File: src/rtl/restoring_divider.sv
// Sequential signed divider: operands arrive on a shared bus, a restoring
// shift/subtract loop runs W iterations, then the signs are re-applied.
module restoring_divider #(
  parameter int W = 16
) (
  input  logic         clk,
  input  logic         rst_n,
  input  logic         start,
  input  logic [W-1:0] data_in,
  output logic [W-1:0] quotient,
  output logic [W-1:0] remainder,
  output logic         done,
  output logic         busy,
  output logic         div_by_zero
);

  localparam int CW = $clog2(W + 1);

  typedef enum logic [2:0] {
    S_IDLE,
    S_LOAD_A,
    S_LOAD_B,
    S_CALC,
    S_FIX
  } state_t;

  state_t        state_q, state_d;
  logic [CW-1:0] count_q, count_d;
  logic [W-1:0]  a_q, a_d;
  logic [W-1:0]  q_q, q_d;
  logic [W:0]    p_q, p_d;
  logic [W:0]    d_q, d_d;
  logic          neg_quo_q, neg_quo_d;
  logic          neg_rem_q, neg_rem_d;
  logic [W-1:0]  quo_q, quo_d;
  logic [W-1:0]  rem_q, rem_d;
  logic          done_q, done_d;
  logic          dbz_q, dbz_d;

  logic [W:0]    p_shift;
  logic [W+1:0]  diff;

  // The partial remainder stays below the divisor magnitude, so only its
  // low W bits carry into the shift; the extra bit absorbs |-2^(W-1)|.
  assign p_shift = {p_q[W-1:0], q_q[W-1]};
  assign diff    = {1'b0, p_shift} - {1'b0, d_q};

  always_comb begin
    state_d   = state_q;
    count_d   = count_q;
    a_d       = a_q;
    q_d       = q_q;
    p_d       = p_q;
    d_d       = d_q;
    neg_quo_d = neg_quo_q;
    neg_rem_d = neg_rem_q;
    quo_d     = quo_q;
    rem_d     = rem_q;
    done_d    = done_q;
    dbz_d     = dbz_q;
    case (state_q)
      S_IDLE: begin
        if (start) begin
          state_d = S_LOAD_A;
          done_d  = 1'b0;
          dbz_d   = 1'b0;
        end
      end
      S_LOAD_A: begin
        a_d     = data_in;
        state_d = S_LOAD_B;
      end
      S_LOAD_B: begin
        neg_quo_d = a_q[W-1] ^ data_in[W-1];
        neg_rem_d = a_q[W-1];
        q_d       = a_q[W-1] ? -a_q : a_q;
        p_d       = '0;
        d_d       = data_in[W-1] ? -{data_in[W-1], data_in} : {1'b0, data_in};
        count_d   = CW'(W);
        if (data_in == '0) begin
          quo_d   = '1;
          rem_d   = a_q;
          done_d  = 1'b1;
          dbz_d   = 1'b1;
          state_d = S_IDLE;
        end else begin
          state_d = S_CALC;
        end
      end
      S_CALC: begin
        q_d     = {q_q[W-2:0], ~diff[W+1]};
        p_d     = diff[W+1] ? p_shift : diff[W:0];
        count_d = count_q - CW'(1);
        if (count_q == CW'(1)) begin
          state_d = S_FIX;
        end
      end
      S_FIX: begin
        quo_d   = neg_quo_q ? -q_q : q_q;
        rem_d   = W'(neg_rem_q ? -p_q : p_q);
        done_d  = 1'b1;
        state_d = S_IDLE;
      end
      default: state_d = S_IDLE;
    endcase
  end

  always_ff @(posedge clk or negedge rst_n) begin
    if (!rst_n) begin
      state_q   <= S_IDLE;
      count_q   <= '0;
      a_q       <= '0;
      q_q       <= '0;
      p_q       <= '0;
      d_q       <= '0;
      neg_quo_q <= 1'b0;
      neg_rem_q <= 1'b0;
      quo_q     <= '0;
      rem_q     <= '0;
      done_q    <= 1'b0;
      dbz_q     <= 1'b0;
    end else begin
      state_q   <= state_d;
      count_q   <= count_d;
      a_q       <= a_d;
      q_q       <= q_d;
      p_q       <= p_d;
      d_q       <= d_d;
      neg_quo_q <= neg_quo_d;
      neg_rem_q <= neg_rem_d;
      quo_q     <= quo_d;
      rem_q     <= rem_d;
      done_q    <= done_d;
      dbz_q     <= dbz_d;
    end
  end

  assign quotient    = quo_q;
  assign remainder   = rem_q;
  assign done        = done_q;
  assign div_by_zero = dbz_q;
  assign busy        = (state_q != S_IDLE);

endmodule

File: config.mk
export PLATFORM = sky130hd
export DESIGN_NAME = restoring_divider
export DESIGN_NICKNAME = d
export VERILOG_FILES = /design/src/rtl/restoring_divider.sv
export SDC_FILE = /design/constraint.sdc
export NUM_CORES = 1
export LEC_CHECK = 0
export BUFFER_PORTS_ARGS = -buffer_cell sky130_fd_sc_hd__buf_2
export CORE_ASPECT_RATIO = 0.75
export CORE_UTILIZATION = 63
export CTS_BUF_LIST = sky130_fd_sc_hd__clkbuf_16
export DETAILED_ROUTE_END_ITERATION = 12
export PLACE_DENSITY = 0.83
export SKIP_CTS_REPAIR_TIMING = 1
export SYNTH_ARGS = -nofsm -noshare
export SYNTH_HDL_FRONTEND = slang
export SYNTH_SLANG_ARGS = --single-unit
File: constraint.sdc
create_clock -name clk -period 5 [get_ports clk]
set_clock_uncertainty 0.1 [all_clocks]
set_input_delay 0 -clock clk [delete_from_list [all_inputs] [get_ports clk]]
set_output_delay 0 -clock clk [all_outputs]
set_load 0.01 [all_outputs]
Word-level counts from Yosys, hierarchy flattened:

Index checks and enable logic that the tools add are counted.

* add/sub/neg operators: 6
* multiply operators: 0
* div/mod/pow operators: 0
* magnitude comparators: 0
* equality and inequality tests: 8
* shift-type cells: 0
* mux-type cells: 20
* bitwise logic cells: 2
* reductions and logical operators: 11

Operators with widths (number)
* one-hot mux 16 bit (2 select lines): 4
* 2-to-1 mux 16 bit: 6
* negator 16 bit: 3
* subtractor 17 x 17 -> 18 bit: 1
* 2-to-1 mux 17 bit: 1
* negator 17 bit: 1
* zero test 16 bit: 1
* one-hot mux 3 bit (4 select lines): 1
* one-hot mux 5 bit (2 select lines): 1
* equality test 3 x 2 -> 1 bit (second input constant): 2
* 2-to-1 mux 3 bit: 2
* inequality test 2 bit (second input constant): 3
* AND reduction 3 bit: 2
* nonzero test 2 bit: 3
* nonzero test 3 bit: 2
* equality test 5 x 1 -> 1 bit (second input constant): 1
* subtractor 5 x 1 -> 5 bit (second input constant): 1
* AND reduction 2 bit: 2
* equality test 3 x 1 -> 1 bit (second input constant): 1
* equality test 3 bit (second input constant): 1
* zero test 3 bit: 1
* one-hot mux 1 bit (3 select lines): 1
* 2-to-1 mux 1 bit: 2
* 2-to-1 mux 2 bit: 1
* other kinds (3): 3

* bits in registers: 109
* latch bits: 0
* memory bits (writable): 0
* ROM bits: 0
* input port bits: 19
* output and inout bits: 35
* word-level logic and storage cells: 59
* memories: 0

Longest topological paths before layout:

* word-level depth: 3
* mapped depth: 10
* mapped depth without buffers: 9

Least setup slack after synthesis:

OpenSTA, ideal clock, no wires.

* path kind: register to register
* start: reg p_q[9]
* end: reg p_q[10]
* library setup time: 146 ps
* data arrival time: 2446 ps
* data required time: 4754 ps
* setup slack: 2308 ps
* cell stages (with the launch flop): 10
* buffers on the path: 2
* clock period less this slack: 2692 ps
* cells stage by stage: dfrtp_1 -> ha_1 -> clkbuf_1 -> a21oi_1 -> o21ai_0 -> or3_1 -> o211ai_2 -> and2_1 -> clkbuf_1 -> o311ai_0

* longest elaborated chain between the ends: 3

RTL lines
* from (decl): RTL line 31 `logic [W:0] p_q, p_d;`
* from (signal assigned): RTL line 127 `p_q <= p_d;`
* subtractor 17 x 17 -> 18 bit: RTL line 46 `assign diff = {1'b0, p_shift} - {1'b0, d_q};`
* 2-to-1 mux 16 bit (*): RTL line 92 `p_d = diff[W+1] ? p_shift : diff[W:0];`
* one-hot mux 16 bit (2 select lines) (*): RTL line 61 `case (state_q)`

Every way passes the cells marked *; elsewhere a longest branch is shown, timed or not.
A chain may end at the register's enable or synchronous reset.

Final worst setup path:

* start: reg p_q[11]
* end: reg p_q[6]

* longest elaborated chain between the ends: 3

RTL lines (RTL line)
* subtractor 17 x 17 -> 18 bit: 46
* 2-to-1 mux 16 bit: 92
* one-hot mux 16 bit (2 select lines): 61

No other way between the ends.

==> metrics list <==
- On the worst path, the slowest cell contributes a delay of 660 ps.
- Net Switching: about 2.7 mW
* Core Region: a little over 10000 um2
- After clock tree synthesis, the clock-pin slew on the worst setup and hold paths is around 70 ps.
- Via count: roughly 6k
* DIE HEIGHT: between 90 and 100 um
- Detailed Route WL: 17.46 mm
- Entering global routing, the biggest net connects 63 pins.
- In the final routed layout, each cell accounts on average for roughly 18 um.
- Of the total synthesized cell area, the portion taken by AND, OR, NAND and NOR gates is 0.1870.
- Setup Crit Path Kind: flop to flop
- Of the cells placed in the final design, the portion with a size suffix greater than 1 is 0.1279.
- First-pass GRT wire length: approximately 28 mm
- The first detailed-routing pass ran for 5 iterations.
- Synthesis produced a netlist whose cell count is roughly 760.
- STA classifies the critical path endpoint as a flop.
- Total CTS buffers: 9
* Antenna violations before repair: 0
- Maximum clock rate: about 300 MHz
- On the final layout, the worst hold slack is ~62 ps.
- Horiz. Die Dim: roughly 120 um
- Combinational share of power: 0.555
- The signal on the critical path passes through ha_1, a21oi_1, o21ai_0, or3_1, o211ai_2, and2_1, o311ai_0.
- The number of nets in the synthesized netlist is between 800 and 900.
- The tree is rooted in a sky130_fd_sc_hd__clkbuf_16.
- Compound-cell area share of the yosys netlist: 0.1835
* Via count of the first global-routing pass: approximately 5.6k
* Fraction of the mapped netlist area in adder cells: 0.04528
- Of the total power, registers draw 0.316.
- Detailed placement ended at an HPWL of around 12 mm.
* Layout Nets: approximately 850
* Final critical delay including setup and external delays: approximately 3300 ps
- Along the worst path, the maximum fanout reaches 19.
- Cell with the largest stage delay on the worst path: sky130_fd_sc_hd__o211ai_2
- IO Count: 54
* Number of warnings issued by yosys: 0
* Mapped Area: around 7000 um2
- Data arrival time at the worst-slack endpoint: roughly 3400 ps
- Power spread over the standard cell area amounts to approximately 750 nW/um2.
- Post-route ant nets: 0
* Number of sinks on the clock net: around 110
* # rows: 32
* Transition time at the pin with the least slew margin: roughly 1300 ps
- TritonCTS built the clock tree.
* Clock H-tree levels: 3
* Clock latency reported for the late side of the worst-skew pair: 350 ps
- The worst-case IR drop observed on VDD is between 0.0003 and 0.0004 V.
- Internal power component: approximately 3.0 mW
- For this run, the total global-route usage over all layers was measured as 0.3238.
- The floorplan step defined a die boundary enclosing 11210 um2.
* Clock share of power: 0.129
- First DRT Iteration DRCs: slightly below 600
* Share of synthesized registers carrying an async set or reset: 1.000
- Combinational family with the most area after synthesis: simple AND/OR/NAND/NOR gates
* CTS max path bufs: 2
- Antenna diode count: 0
* Initial Utilization: 0.6555
* GRT overflow: 0
- Slew headroom: 0.1212
* Layout fillers: between 700 and 800
- Power comes to 5.687 mW.
- Status: complete, no violations
* Share of total power consumed by net switching: 0.4706
- Class of the tightest hold or removal check: input port to flop
- In the finished design, the share of the clock period the worst path needs comes to 0.6666.
- Final number of max-transition violations: 0
* Worst path required time: between 5000 and 6000 ps
- The synthesized design contains 0 enable-type register cells.
* Post-synthesis sequential area ratio: 0.4013
- Total of max-cap violations: 0
- The top cell types in the final layout, fill and taps aside, are 109 x sky130_fd_sc_hd__dfrtp_1, 91 x sky130_fd_sc_hd__nand2_1, 69 x sky130_fd_sc_hd__o21ai_0, 52 x sky130_fd_sc_hd__buf_2, 50 x sky130_fd_sc_hd__a21oi_1.
* Final weighted congestion in routability-driven placement: a little under 0.9
- Xor/xnor share of the synthesized area: 0.08117
- The number of hold-slack violations in the final timing report came to 0.
- The count of buffers added on input and output ports is 53.
- Post-synthesis to final-layout area growth: 11.96%
- Most frequent standard cell in the layout excluding fill and tap cells: sky130_fd_sc_hd__dfrtp_1
* Count of cell types in the netlist: between 60 and 70
- Multiplexer area fraction after synthesis: 0.05853
- In the synthesized netlist the dominant register cell turns out to be sky130_fd_sc_hd__dfrtp_1.
* Number of flip-flops and latches in the synthesized netlist: 109
- Ratio of routed vias to standard cells: 6.392
- Leakage power: 3.369 nW
- Sum of negative setup slack: 0 ps
- Total of endpoints with negative setup slack in the final report: 0
- The worst setup path is launched from a flop.
- Setup repair after global routing left no endpoint under its margin.
- Drc violations: 0
* Average size of a mapped cell: about 8.9 um2
==> kinds of logic (layout without fill, tap and decap cells) <==
logic type / after synthesis / in the layout
XOR/XNOR: 63 / 63
adder cells (fa/ha/maj): 24 / 24
multiplexers: 38 / 38
AO/OA/AOI/OAI: 203 / 203
AND/OR/NAND/NOR: 249 / 249
flip-flops: 109 / 109
buffers and inverters: 75 / 127
==> flip-flops by register name, summed over array words and instances (netlist names) <==
signal       cells
remainder       16
d_q             17
count_q          5
div_by_zero      1
quotient        16
p_q             16
neg_quo_q        1
q_q             16
done             1
state_q          3
neg_rem_q        1
a_q             16
==> through the flow <==
stage / worst slack (ps) / cells / cell area (um2) / util
floorplan: 2308 / 761 / 6798 / -
global placement: 1844 / 916 / 7143 / 0.6888
detailed placement: 1754 / 916 / 7143 / 0.6888
CTS: 1737 / 932 / 7441 / 0.7175
global route: 1424 / 949 / 7611 / 0.7340
finish: 1667 / 949 / 7611 / 0.7340
==> synthesized netlist by cell type, types with 7 or more instances <==
| cell | n | area share |
|---|---|---|
| sky130_fd_sc_hd__dfrtp_1 | 109 | 0.40 |
| sky130_fd_sc_hd__nand2_1 | 91 | 0.050 |
| sky130_fd_sc_hd__o21ai_0 | 69 | 0.051 |
| sky130_fd_sc_hd__a21oi_1 | 50 | 0.037 |
| sky130_fd_sc_hd__clkbuf_1 | 36 | 0.020 |
| sky130_fd_sc_hd__xor2_1 | 36 | 0.046 |
| sky130_fd_sc_hd__inv_1 | 31 | 0.017 |
| sky130_fd_sc_hd__nor2_1 | 28 | 0.015 |
| sky130_fd_sc_hd__xnor2_1 | 27 | 0.035 |
| sky130_fd_sc_hd__mux2i_1 | 24 | 0.035 |
| sky130_fd_sc_hd__nor3_1 | 24 | 0.018 |
| sky130_fd_sc_hd__ha_1 | 23 | 0.042 |
| sky130_fd_sc_hd__o31ai_1 | 17 | 0.019 |
| sky130_fd_sc_hd__and3_1 | 14 | 0.013 |
| sky130_fd_sc_hd__mux2_2 | 14 | 0.023 |
| sky130_fd_sc_hd__nand3_1 | 14 | 0.010 |
| sky130_fd_sc_hd__and2_1 | 11 | 0.010 |
| sky130_fd_sc_hd__nand2b_1 | 11 | 0.010 |
| sky130_fd_sc_hd__o21ai_1 | 11 | 0.0081 |
| sky130_fd_sc_hd__or3_1 | 10 | 0.0092 |
| sky130_fd_sc_hd__nand4_1 | 9 | 0.0083 |
| sky130_fd_sc_hd__o311ai_0 | 8 | 0.010 |
| sky130_fd_sc_hd__a21o_1 | 7 | 0.0077 |
| sky130_fd_sc_hd__nor2b_1 | 7 | 0.0064 |
==> final timing paths <==
path | start | to | slack, ps | depth (start not counted)
setup / recovery | p_q[11] | p_q[6] | 1670 | 7
hold / removal | data_in[15] | d_q[15] | 60 | 3
setup reg to reg | p_q[11] | p_q[6] | 1670 | 7
hold reg to reg | d_q[8] | d_q[8] | 390 | 2
max in group asynchronous | rst_n | quotient[7] | 3510 | 3
min in group asynchronous | rst_n | d_q[14] | 160 | 2
==> power by group through the flow <==
stage,clock (mW),sequential (mW),combinational [mW]
global route,0.769,1.85,3.49
detailed placement,0,1.79,3.07
floorplan,0,1.67,2.34
CTS,0.735,1.78,3.11
global placement,0,1.76,2.99
finish,0.732,1.80,3.16
==> area by class of cell <==
cell class	count	area, um2	share of cell area
well taps	136	170.2	0.02236
flip-flops and latches	109	2728	0.3584
clock inverters	7	72.57	0.009535
multi-input cells	577	3786	0.4975
inverters	31	116.4	0.01529
clock buffers	9	225.2	0.02959
repair buffers	80	513.0	0.06740
==> critical path: cells and delay by family (launching register included) <==
kind	cells	cell delay, ps
compound gates	4	1200
fa+ha+maj	1	420
flops	1	460
simple gates	2	1000
==> layer usage <==
layer  share of wire  global-route usage
met5               0                   0
met4           0.011             0.07202
met3           0.091             0.07960
met2            0.45              0.4972
met1            0.45              0.4615
No activity file was read; power rests on OpenSTA's default activity.
